File: src/rtl/fi_campaign_if.sv
// fi_campaign_if: campaign config, control and progress signals
// between control logic and the fault-injection sequencer.
interface fi_campaign_if #(
  parameter int N     = 4,
  parameter int CNT_W = 16,
  parameter int REP_W = 8
);
  localparam int LW = $clog2(N);

  logic             start_i;
  logic             abort_i;
  logic [LW-1:0]    lane_sel_i;
  logic [CNT_W-1:0] delay_i;
  logic [CNT_W-1:0] width_i;
  logic [CNT_W-1:0] gap_i;
  logic [REP_W-1:0] repeat_i;
  logic [N-1:0]     inj_en_o;
  logic             busy_o;
  logic             done_o;
  logic [REP_W-1:0] inj_count_o;

  modport master (
    output start_i, abort_i, lane_sel_i,
    output delay_i, width_i, gap_i, repeat_i,
    input  inj_en_o, busy_o, done_o, inj_count_o
  );

  modport slave (
    input  start_i, abort_i, lane_sel_i,
    input  delay_i, width_i, gap_i, repeat_i,
    output inj_en_o, busy_o, done_o, inj_count_o
  );
endinterface

File: src/rtl/fi_campaign_ctrl.sv
// fi_campaign_ctrl: cycle-exact fault-injection campaign sequencer.
// Define FI_CAMPAIGN_LFSR_EN to add LFSR jitter to each gap.
module fi_campaign_ctrl #(
  parameter int N     = 4,
  parameter int CNT_W = 16,
  parameter int REP_W = 8
) (
  input logic         clk_i,
  input logic         rstn,
  fi_campaign_if.slave bus
);
  localparam int LW = $clog2(N);
  localparam logic [LW:0] NL = (LW+1)'(N);
  localparam logic [N-1:0] ONE = {{(N-1){1'b0}}, 1'b1};
`ifdef FI_CAMPAIGN_LFSR_EN
  // one spare bit so max gap plus jitter never wraps
  localparam int CW = CNT_W + 1;
`else
  localparam int CW = CNT_W;
`endif

  typedef enum logic [2:0] {
    IDLE, DELAY, INJECT, GAP, DONE
  } state_t;

  state_t           state;
  logic [CW-1:0]    cnt;
  logic [CW-1:0]    gap_load;
  logic [CW-1:0]    width_load;
  logic [CNT_W-1:0] gmax;
  logic [LW-1:0]    lane_q;
  logic [CNT_W-1:0] width_q;
  logic [CNT_W-1:0] gap_q;
  logic [REP_W-1:0] rep_q;
  logic [REP_W-1:0] rmax;
  logic [REP_W-1:0] count;
  logic [N-1:0]     inj_en;
  logic [N-1:0]     lane_oh;
  logic             busy;
  logic             done;
  logic             last;
  logic             start_ok;

  always_comb begin
    rmax       = (rep_q == '0) ? REP_W'(1) : rep_q;
    gmax       = (gap_q == '0) ? CNT_W'(1) : gap_q;
    lane_oh    = ONE << lane_q;
    last       = (cnt == '0);
    width_load = CW'(width_q) - CW'(1);
    start_ok   = bus.start_i &&
                 ({1'b0, bus.lane_sel_i} < NL);
  end

`ifdef FI_CAMPAIGN_LFSR_EN
  logic [15:0] lfsr;

  always_ff @(posedge clk_i or negedge rstn) begin
    if (!rstn) lfsr <= 16'hACE1;
    else lfsr <= {lfsr[14:0],
                  lfsr[15] ^ lfsr[13] ^ lfsr[12] ^ lfsr[10]};
  end

  always_comb
    gap_load = CW'(gmax) - CW'(1) + CW'(lfsr[3:0]);
`else
  always_comb
    gap_load = CW'(gmax) - CW'(1);
`endif

  always_ff @(posedge clk_i or negedge rstn) begin
    if (!rstn) begin
      state   <= IDLE;
      cnt     <= '0;
      lane_q  <= '0;
      width_q <= '0;
      gap_q   <= '0;
      rep_q   <= '0;
      count   <= '0;
      inj_en  <= '0;
      busy    <= 1'b0;
      done    <= 1'b0;
    end else begin
      done <= 1'b0;
      if (bus.abort_i) begin
        // a pulse ending on the abort edge still counts
        if (state == INJECT && last)
          count <= count + REP_W'(1);
        state  <= IDLE;
        inj_en <= '0;
        busy   <= 1'b0;
      end else begin
        unique case (state)
          IDLE: begin
            if (start_ok) begin
              lane_q  <= bus.lane_sel_i;
              width_q <= bus.width_i;
              gap_q   <= bus.gap_i;
              rep_q   <= bus.repeat_i;
              cnt     <= CW'(bus.delay_i);
              count   <= '0;
              busy    <= 1'b1;
              if (bus.width_i == '0) begin
                state <= DONE;
                done  <= 1'b1;
              end else begin
                state <= DELAY;
              end
            end
          end
          DELAY: begin
            if (last) begin
              state  <= INJECT;
              inj_en <= lane_oh;
              cnt    <= width_load;
            end else begin
              cnt <= cnt - CW'(1);
            end
          end
          INJECT: begin
            if (last) begin
              inj_en <= '0;
              count  <= count + REP_W'(1);
              if ((count + REP_W'(1)) == rmax) begin
                state <= DONE;
                done  <= 1'b1;
              end else begin
                state <= GAP;
                cnt   <= gap_load;
              end
            end else begin
              cnt <= cnt - CW'(1);
            end
          end
          GAP: begin
            if (last) begin
              state  <= INJECT;
              inj_en <= lane_oh;
              cnt    <= width_load;
            end else begin
              cnt <= cnt - CW'(1);
            end
          end
          DONE: begin
            state <= IDLE;
            busy  <= 1'b0;
          end
          default: state <= IDLE;
        endcase
      end
    end
  end

  assign bus.inj_en_o    = inj_en;
  assign bus.busy_o      = busy;
  assign bus.done_o      = done;
  assign bus.inj_count_o = count;
endmodule
File: src/flat_wrapper.sv
// flat-port wrapper written by rule: the top's interface ports become plain ports
module fi_campaign_ctrl_flat 
#(
  parameter int N     = 4,
  parameter int CNT_W = 16,
  parameter int REP_W = 8
)
  (clk_i, rstn, bus_start_i, bus_abort_i, bus_lane_sel_i, bus_delay_i, bus_width_i, bus_gap_i, bus_repeat_i, bus_inj_en_o, bus_busy_o, bus_done_o, bus_inj_count_o);
  fi_campaign_if #(.N(N), .CNT_W(CNT_W), .REP_W(REP_W)) bus_i ();
  input logic clk_i;
  input logic rstn;
  input wire logic [$bits(bus_i.start_i)-1:0] bus_start_i;
  input wire logic [$bits(bus_i.abort_i)-1:0] bus_abort_i;
  input wire logic [$bits(bus_i.lane_sel_i)-1:0] bus_lane_sel_i;
  input wire logic [$bits(bus_i.delay_i)-1:0] bus_delay_i;
  input wire logic [$bits(bus_i.width_i)-1:0] bus_width_i;
  input wire logic [$bits(bus_i.gap_i)-1:0] bus_gap_i;
  input wire logic [$bits(bus_i.repeat_i)-1:0] bus_repeat_i;
  output wire logic [$bits(bus_i.inj_en_o)-1:0] bus_inj_en_o;
  output wire logic [$bits(bus_i.busy_o)-1:0] bus_busy_o;
  output wire logic [$bits(bus_i.done_o)-1:0] bus_done_o;
  output wire logic [$bits(bus_i.inj_count_o)-1:0] bus_inj_count_o;
  assign bus_i.start_i = bus_start_i;
  assign bus_i.abort_i = bus_abort_i;
  assign bus_i.lane_sel_i = bus_lane_sel_i;
  assign bus_i.delay_i = bus_delay_i;
  assign bus_i.width_i = bus_width_i;
  assign bus_i.gap_i = bus_gap_i;
  assign bus_i.repeat_i = bus_repeat_i;
  assign bus_inj_en_o = bus_i.inj_en_o;
  assign bus_busy_o = bus_i.busy_o;
  assign bus_done_o = bus_i.done_o;
  assign bus_inj_count_o = bus_i.inj_count_o;
  fi_campaign_ctrl #(.N(N), .CNT_W(CNT_W), .REP_W(REP_W)) u_core (.clk_i(clk_i), .rstn(rstn), .bus(bus_i));
endmodule
File: config.mk
export PLATFORM = sky130hd
export DESIGN_NAME = fi_campaign_ctrl_flat
export DESIGN_NICKNAME = d
export VERILOG_FILES = /design/src/rtl/fi_campaign_if.sv /design/src/rtl/fi_campaign_ctrl.sv /design/src/flat_wrapper.sv
export SDC_FILE = /design/constraint.sdc
export NUM_CORES = 1
export LEC_CHECK = 0
export ABC_AREA = 1
export CAP_MARGIN = 20
export CORE_ASPECT_RATIO = 0.7
export CORE_MARGIN = 2
export CORE_UTILIZATION = 40
export DETAILED_ROUTE_END_ITERATION = 7
export GPL_ROUTABILITY_DRIVEN = 0
export MAX_ROUTING_LAYER = met4
export PLACE_DENSITY = 0.6
export SYNTH_ARGS = -nofsm -noshare
export SYNTH_HDL_FRONTEND = slang
export SYNTH_SLANG_ARGS = --single-unit
File: constraint.sdc
create_clock -name clk_i -period 2.4 [get_ports clk_i]
set_clock_uncertainty 0.15 [all_clocks]
set_input_delay 0.48 -clock clk_i [delete_from_list [all_inputs] [get_ports clk_i]]
set_output_delay 0.48 -clock clk_i [all_outputs]
set_load 0.02 [all_outputs]
* Word level (Yosys, flattened, before mapping)
Index checks and enable logic that the tools add are counted.
Storage, ports and cells: flip-flop bits (word level) 75, bits in latches 0, memory bits (writable) 0, memory bits (read-only) 0, bits of input ports 62, word-level logic and storage cells 76, memories kept 0
Operators by class: $add $sub $neg 4, multiply operators 0, div/mod/pow operators 0, $lt $le $gt $ge 0, eq/ne operators 11, shift-type cells 1, muxes and demuxes 32, bitwise logic cells 1, reduce and logical (&&, ||, !) cells 17
Operator list (number):
- two-way mux 16 bit | 5
- logical NOT 16 bit | 3
- one-hot mux 16 bit (3 select lines) | 1
- subtractor 16 x 1 -> 16 bit, second input constant | 3
- two-way mux 8 bit | 5
- two-way mux 3 bit | 6
- one-hot mux 8 bit (2 select lines) | 1
- two-way mux 4 bit | 3
- nonzero test 3 bit | 4
- one-hot mux 3 bit (3 select lines) | 1
- AND reduction 3 bit | 3
- adder 8 x 1 -> 8 bit, second input constant | 1
- == test 8 bit | 1
- logical NOT 8 bit | 1
- one-hot mux 4 bit (2 select lines) | 1
- AND reduction 4 bit | 2
- two-way mux 1 bit | 7
- == test 3 x 2 -> 1 bit, second input constant | 2
- inequality test 3 bit, second input constant | 2
- one-hot mux 1 bit (2 select lines) | 2
- << shifter 1 x 2 -> 4 bit, first input constant | 1
- == test 3 x 1 -> 1 bit, second input constant | 1
- == test 3 bit, second input constant | 1
- logical NOT 3 bit | 1
- 8 further kinds | 8

* Logic depth before layout (Yosys ltp)
depth after elaboration 7, depth in mapped cells 18

* Least setup slack after synthesis
No wires, ideal clock.
kind reg2reg, from register u_core.count[0], in the netlist u_core.bus.inj_count_o[0], to register u_core.cnt[5], setup time 0.119 ns, arrival time 1.882 ns, slack 0.249 ns, cell stages (with the launch flop) 15, period minus slack after synthesis 2.151 ns, cells stage by stage dfrtp_1 -> ha_1 -> inv_1 -> nand2_1 -> nand2_1 -> nand2_1 -> nand2_1 -> nand3b_1 -> nor2_2 -> nand4_4 -> nand2_4 -> inv_4 -> buf_6 -> o21ai_2 -> nand2_1
Between the ends: cells in the longest elaborated chain, start to end 4
RTL lines:
- start: declaration | line fi_campaign_ctrl.sv:36 | logic [REP_W-1:0] count;
- start signal: assignment | line fi_campaign_ctrl.sv:87 | count <= count + REP_W'(1);
- start signal: assignment | line fi_campaign_ctrl.sv:122 | count <= count + REP_W'(1);
- adder 8 x 1 -> 8 bit | line fi_campaign_ctrl.sv:123 | if ((count + REP_W'(1)) == rmax) begin
- == test 8 bit | line fi_campaign_ctrl.sv:123
- inequality test 3 bit (no source line)
- AND reduction 4 bit (no source line)
- end signal: assignment | line fi_campaign_ctrl.sv:128 | cnt <= gap_load;
- end signal: assignment | line fi_campaign_ctrl.sv:131 | cnt <= cnt - CW'(1);
- end signal: assignment | line fi_campaign_ctrl.sv:138 | cnt <= width_load;
- end: declaration | line fi_campaign_ctrl.sv:27 | logic [CW-1:0] cnt;
No other way between the ends. A chain may end at the register's enable or synchronous reset.

* Worst setup path after layout
from register u_core.gap_q[4], to register u_core.cnt[2]
Between the ends: cells in the longest elaborated chain, start to end 6
RTL lines:
- start: declaration | line fi_campaign_ctrl.sv:33 | logic [CNT_W-1:0] gap_q;
- start signal: assignment | line fi_campaign_ctrl.sv:97 | gap_q <= bus.gap_i;
- logical NOT 16 bit | line fi_campaign_ctrl.sv:46 | gmax = (gap_q == '0) ? CNT_W'(1) : gap_q;
- two-way mux 16 bit | line fi_campaign_ctrl.sv:46
- subtractor 16 x 1 -> 16 bit | line fi_campaign_ctrl.sv:67 | gap_load = CW'(gmax) - CW'(1);
- two-way mux 16 bit | line fi_campaign_ctrl.sv:123
- two-way mux 16 bit | line fi_campaign_ctrl.sv:120 | if (last) begin
- one-hot mux 16 bit (3 select lines) | line fi_campaign_ctrl.sv:92 | unique case (state)
- end signal: assignment | line fi_campaign_ctrl.sv:99 | cnt <= CW'(bus.delay_i);
- end signal: assignment | line fi_campaign_ctrl.sv:128
- end signal: assignment | line fi_campaign_ctrl.sv:131
No other way between the ends. The select of a mux whose other input is x is not followed.

==> results.json <==
{
  "status": "complete, no violations",
  "min_path_cells": 2,
  "ios": 76,
  "dieHeight_um": 96.1,
  "grt_pass1_vias": 4722,
  "min_period_ps": 2250,
  "cts_buffers": 9,
  "grt_pass1_wl_um": 25000,
  "clockBufferDepth": 2,
  "grt_max_degree": 59,
  "drv_cap": 0,
  "wl_met2_um": 6150,
  "grt_usage": 0.259,
  "cts_tree": "done",
  "numPortBuffers": 75,
  "clkPwrFrac": 0.232,
  "min_period_over_period": 0.939,
  "required_ps": 2460,
  "endpoint_kind": "flop",
  "ys_ff_latch": 75,
  "slew_headroom": 0.688,
  "rr_endpoint": "u_core.cnt[2]",
  "setup_tns_ps": 0,
  "fin_nets": 874,
  "max_freq_ghz": 0.444,
  "r2r_start": "u_core.gap_q[4]",
  "p_sw_frac": 0.423,
  "clk_pin_slew_ps": 60,
  "switching_power_uw": 2900,
  "p_seq_frac": 0.331,
  "die_area_mm2": 0.0130,
  "hold_violations": 0,
  "seq_area_mm2": 0.00188,
  "antenna_found_initial": 0,
  "wl_met1_um": 7730,
  "dp_hpwl_um": 11900,
  "cp_cell_sequence": "nor2_1 > nand2_1 > nor2_1 > nand2_1 > nand2_1 > inv_1 > ha_2 > inv_2 > o21ai_0 > o22ai_1 > a221oi_1 > o21ai_0",
  "clk_latency_ps": 340,
  "synth_top_cell_area_share": 0.387,
  "final_cell_mix": "nand2_1 (195), nor2_1 (107), clkdlybuf4s50_1 (74), dfrtp_1 (74), inv_1 (67)",
  "peakVddDrop_mv": 0.441,
  "cpPeakStageDelay_ps": 410,
  "drive_gt1_frac": 0.108,
  "ys_seq_area_frac": 0.387,
  "post_synth_num_cell_types": 39,
  "fp.dieW_um": 136,
  "overflow": 0,
  "start_kind": "flop",
  "crit_type": "reg2reg",
  "drt_iter0_markers": 476,
  "hold_ws_ps": 366,
  "r2r_setup_slack_ps": 150,
  "syn2layout_area_growth_pct": 31.5,
  "yosysTopAreaCell": "dfrtp_1",
  "final_max_slew_viol_count": 0,
  "num_rows": 33,
  "filler_cell_count": 1133,
  "multiInputGateArea_mm2": 0.00268,
  "hold_path.class": "reg2reg",
  "synthCells": 703,
  "wire_per_inst_um": 15.9,
  "netlist_area_mm2": 0.00485,
  "cp_common_cell": "nand2_1",
  "route.detailed.drc": 0,
  "vias": 5130,
  "num_antenna_cells": 0,
  "cp_max_fo": 4,
  "whs_endpoint": "u_core.bus.busy_o",
  "async_flop_share": 1.00,
  "met3_length_um": 1360,
  "power_density_mw_per_mm2": 1070,
  "synth-warning-count": 0,
  "cp_slowest_cell": "dfrtp_1",
  "cts_max_level": 3,
  "setup_viol": 0,
  "drtAntennaViolNets": 0,
  "synth.avg_cell_area_um2": 6.90,
  "synthFlopType": "dfrtp_1",
  "worstPathArrival_ps": 2310,
  "synth_area_leaders": "dfrtp_1 (39%), nand2_1 (15%), nor2_1 (8.7%), nand3_1 (6.7%), inv_1 (5.3%)",
  "totalWireLength_um": 15400,
  "synth_edf_count": 0,
  "top_layer_used": "met4",
  "via_per_inst": 5.29,
  "worst_pin_slew_ps": 468,
  "root_buffer": "clkbuf_16",
  "p_int_uw": 3950,
  "synth.net_count": 770,
  "reg2regPathDepth": 12,
  "hold_start": "u_core.bus.busy_o",
  "initial_core_util": 0.412,
  "combPwrFrac": 0.437,
  "first_pass_iters": 5,
  "clkSinkCount": 75,
  "leakage_uw": 0.00293,
  "core_mm2": 0.0118,
  "final_common_cell": "nand2_1"
}
==> cell usage after synthesis (2+ instances only) <==
| cell | instances |
|---|---|
| ha_1 | 5 |
| o22ai_1 | 5 |
| o21ai_2 | 2 |
| dfrtp_1 | 75 |
| xnor2_1 | 10 |
| o21ai_1 | 2 |
| o211ai_1 | 6 |
| xor2_1 | 11 |
| o21ai_0 | 27 |
| nor2_1 | 113 |
| inv_1 | 68 |
| nor3_1 | 8 |
| mux2_2 | 11 |
| nor2_2 | 10 |
| nand4_1 | 11 |
| nor4_1 | 5 |
| nand2_1 | 196 |
| nand3b_1 | 3 |
| a21oi_1 | 42 |
| nand3_1 | 65 |
| clkbuf_1 | 10 |
==> layout make-up <==
cell class                 instances  area share
multi-input combinational        543       0.419
sequential                        75       0.294
timing repair buffer             107       0.159
inverter                          71      0.0422
clock buffer                      12      0.0386
tap                              157      0.0308
clock inverter                     4      0.0153
==> flip-flops by register name, summed over array words and instances (netlist names) <==
signal / cells
u_core.bus.done_o: 1
u_core.lane_q: 2
u_core.bus.inj_en_o: 4
u_core.width_q: 16
u_core.bus.inj_count_o: 8
u_core.cnt: 16
u_core.gap_q: 16
u_core.bus.busy_o: 1
u_core.state: 3
u_core.rep_q: 8
==> metrics by stage <==
| step | total power [uW] | cells | utilization | instance area (um^2) | setup slack [ps] |
|---|---|---|---|---|---|
| detailed placement | 5090 | 948 | 0.507 | 5960 | 114 |
| global placement | 5050 | 948 | 0.507 | 5960 | 138 |
| floorplan | 4120 | 703 | - | 4850 | 249 |
| global route | 7340 | 969 | 0.542 | 6380 | -18.1 |
| finish | 6850 | 969 | 0.542 | 6380 | 146 |
| CTS | 6710 | 965 | 0.537 | 6320 | 98.4 |
==> per-layer routing <==
layer / vias to the layer above / GRT usage
met1: 2405 / 0.396
met4: 0 / 0.0556
met2: 216 / 0.343
met3: 20 / 0.0548
met5: - / -
li1: 2489 / -
==> worst max-delay path, delay by kind of cell, from the launching register on <==
family / cells / cell delay, ps
AO/OA/AOI/OAI: 4 / 830
adder cells (fa/ha/maj): 1 / 210
buffers and inverters: 2 / 130
flip-flops: 1 / 410
AND/OR/NAND/NOR: 5 / 380
==> worst max-delay path by stage <==
stage / start / to / slack, ps / depth (start not counted)
2_1_floorplan: u_core.bus.inj_count_o[0] / u_core.cnt[5] / 250 / 14
4_1_cts: u_core.gap_q[9] / u_core.cnt[12] / 100 / 17
5_1_grt: u_core.gap_q[13] / u_core.cnt[14] / -20 / 16
6_report: u_core.gap_q[4] / u_core.cnt[2] / 150 / 12
3_5_place_dp: bus_width_i[9] / u_core.bus.done_o / 110 / 7
3_3_place_gp: bus_width_i[9] / u_core.bus.done_o / 140 / 7
==> power by group through the flow <==
stage	registers (uW)	clock network, uW	logic, uW
floorplan	2140	0	1980
global placement	2240	0	2810
detailed placement	2250	0	2840
CTS	2230	1610	2880
global route	2330	1660	3350
finish	2270	1590	2990
==> kinds of logic (layout without fill, tap and decap cells) <==
kind of cell,after synthesis,in the layout,synth area share
fa+ha+maj,5,5,0.0129
flops,75,75,0.387
buf+inv,85,194,0.0689
mux,11,11,0.0255
simple gates,417,417,0.367
compound gates,89,89,0.101
xor+xnor,21,21,0.0379
==> repair_timing <==
action	in CTS	in global routing
hold buffers	1	0
resized for setup	0	14
hold endpoints to repair	31	0
buffers inserted	0	4
endpoints found under the setup margin	0	6
No activity file was read; power rests on OpenSTA's default activity.
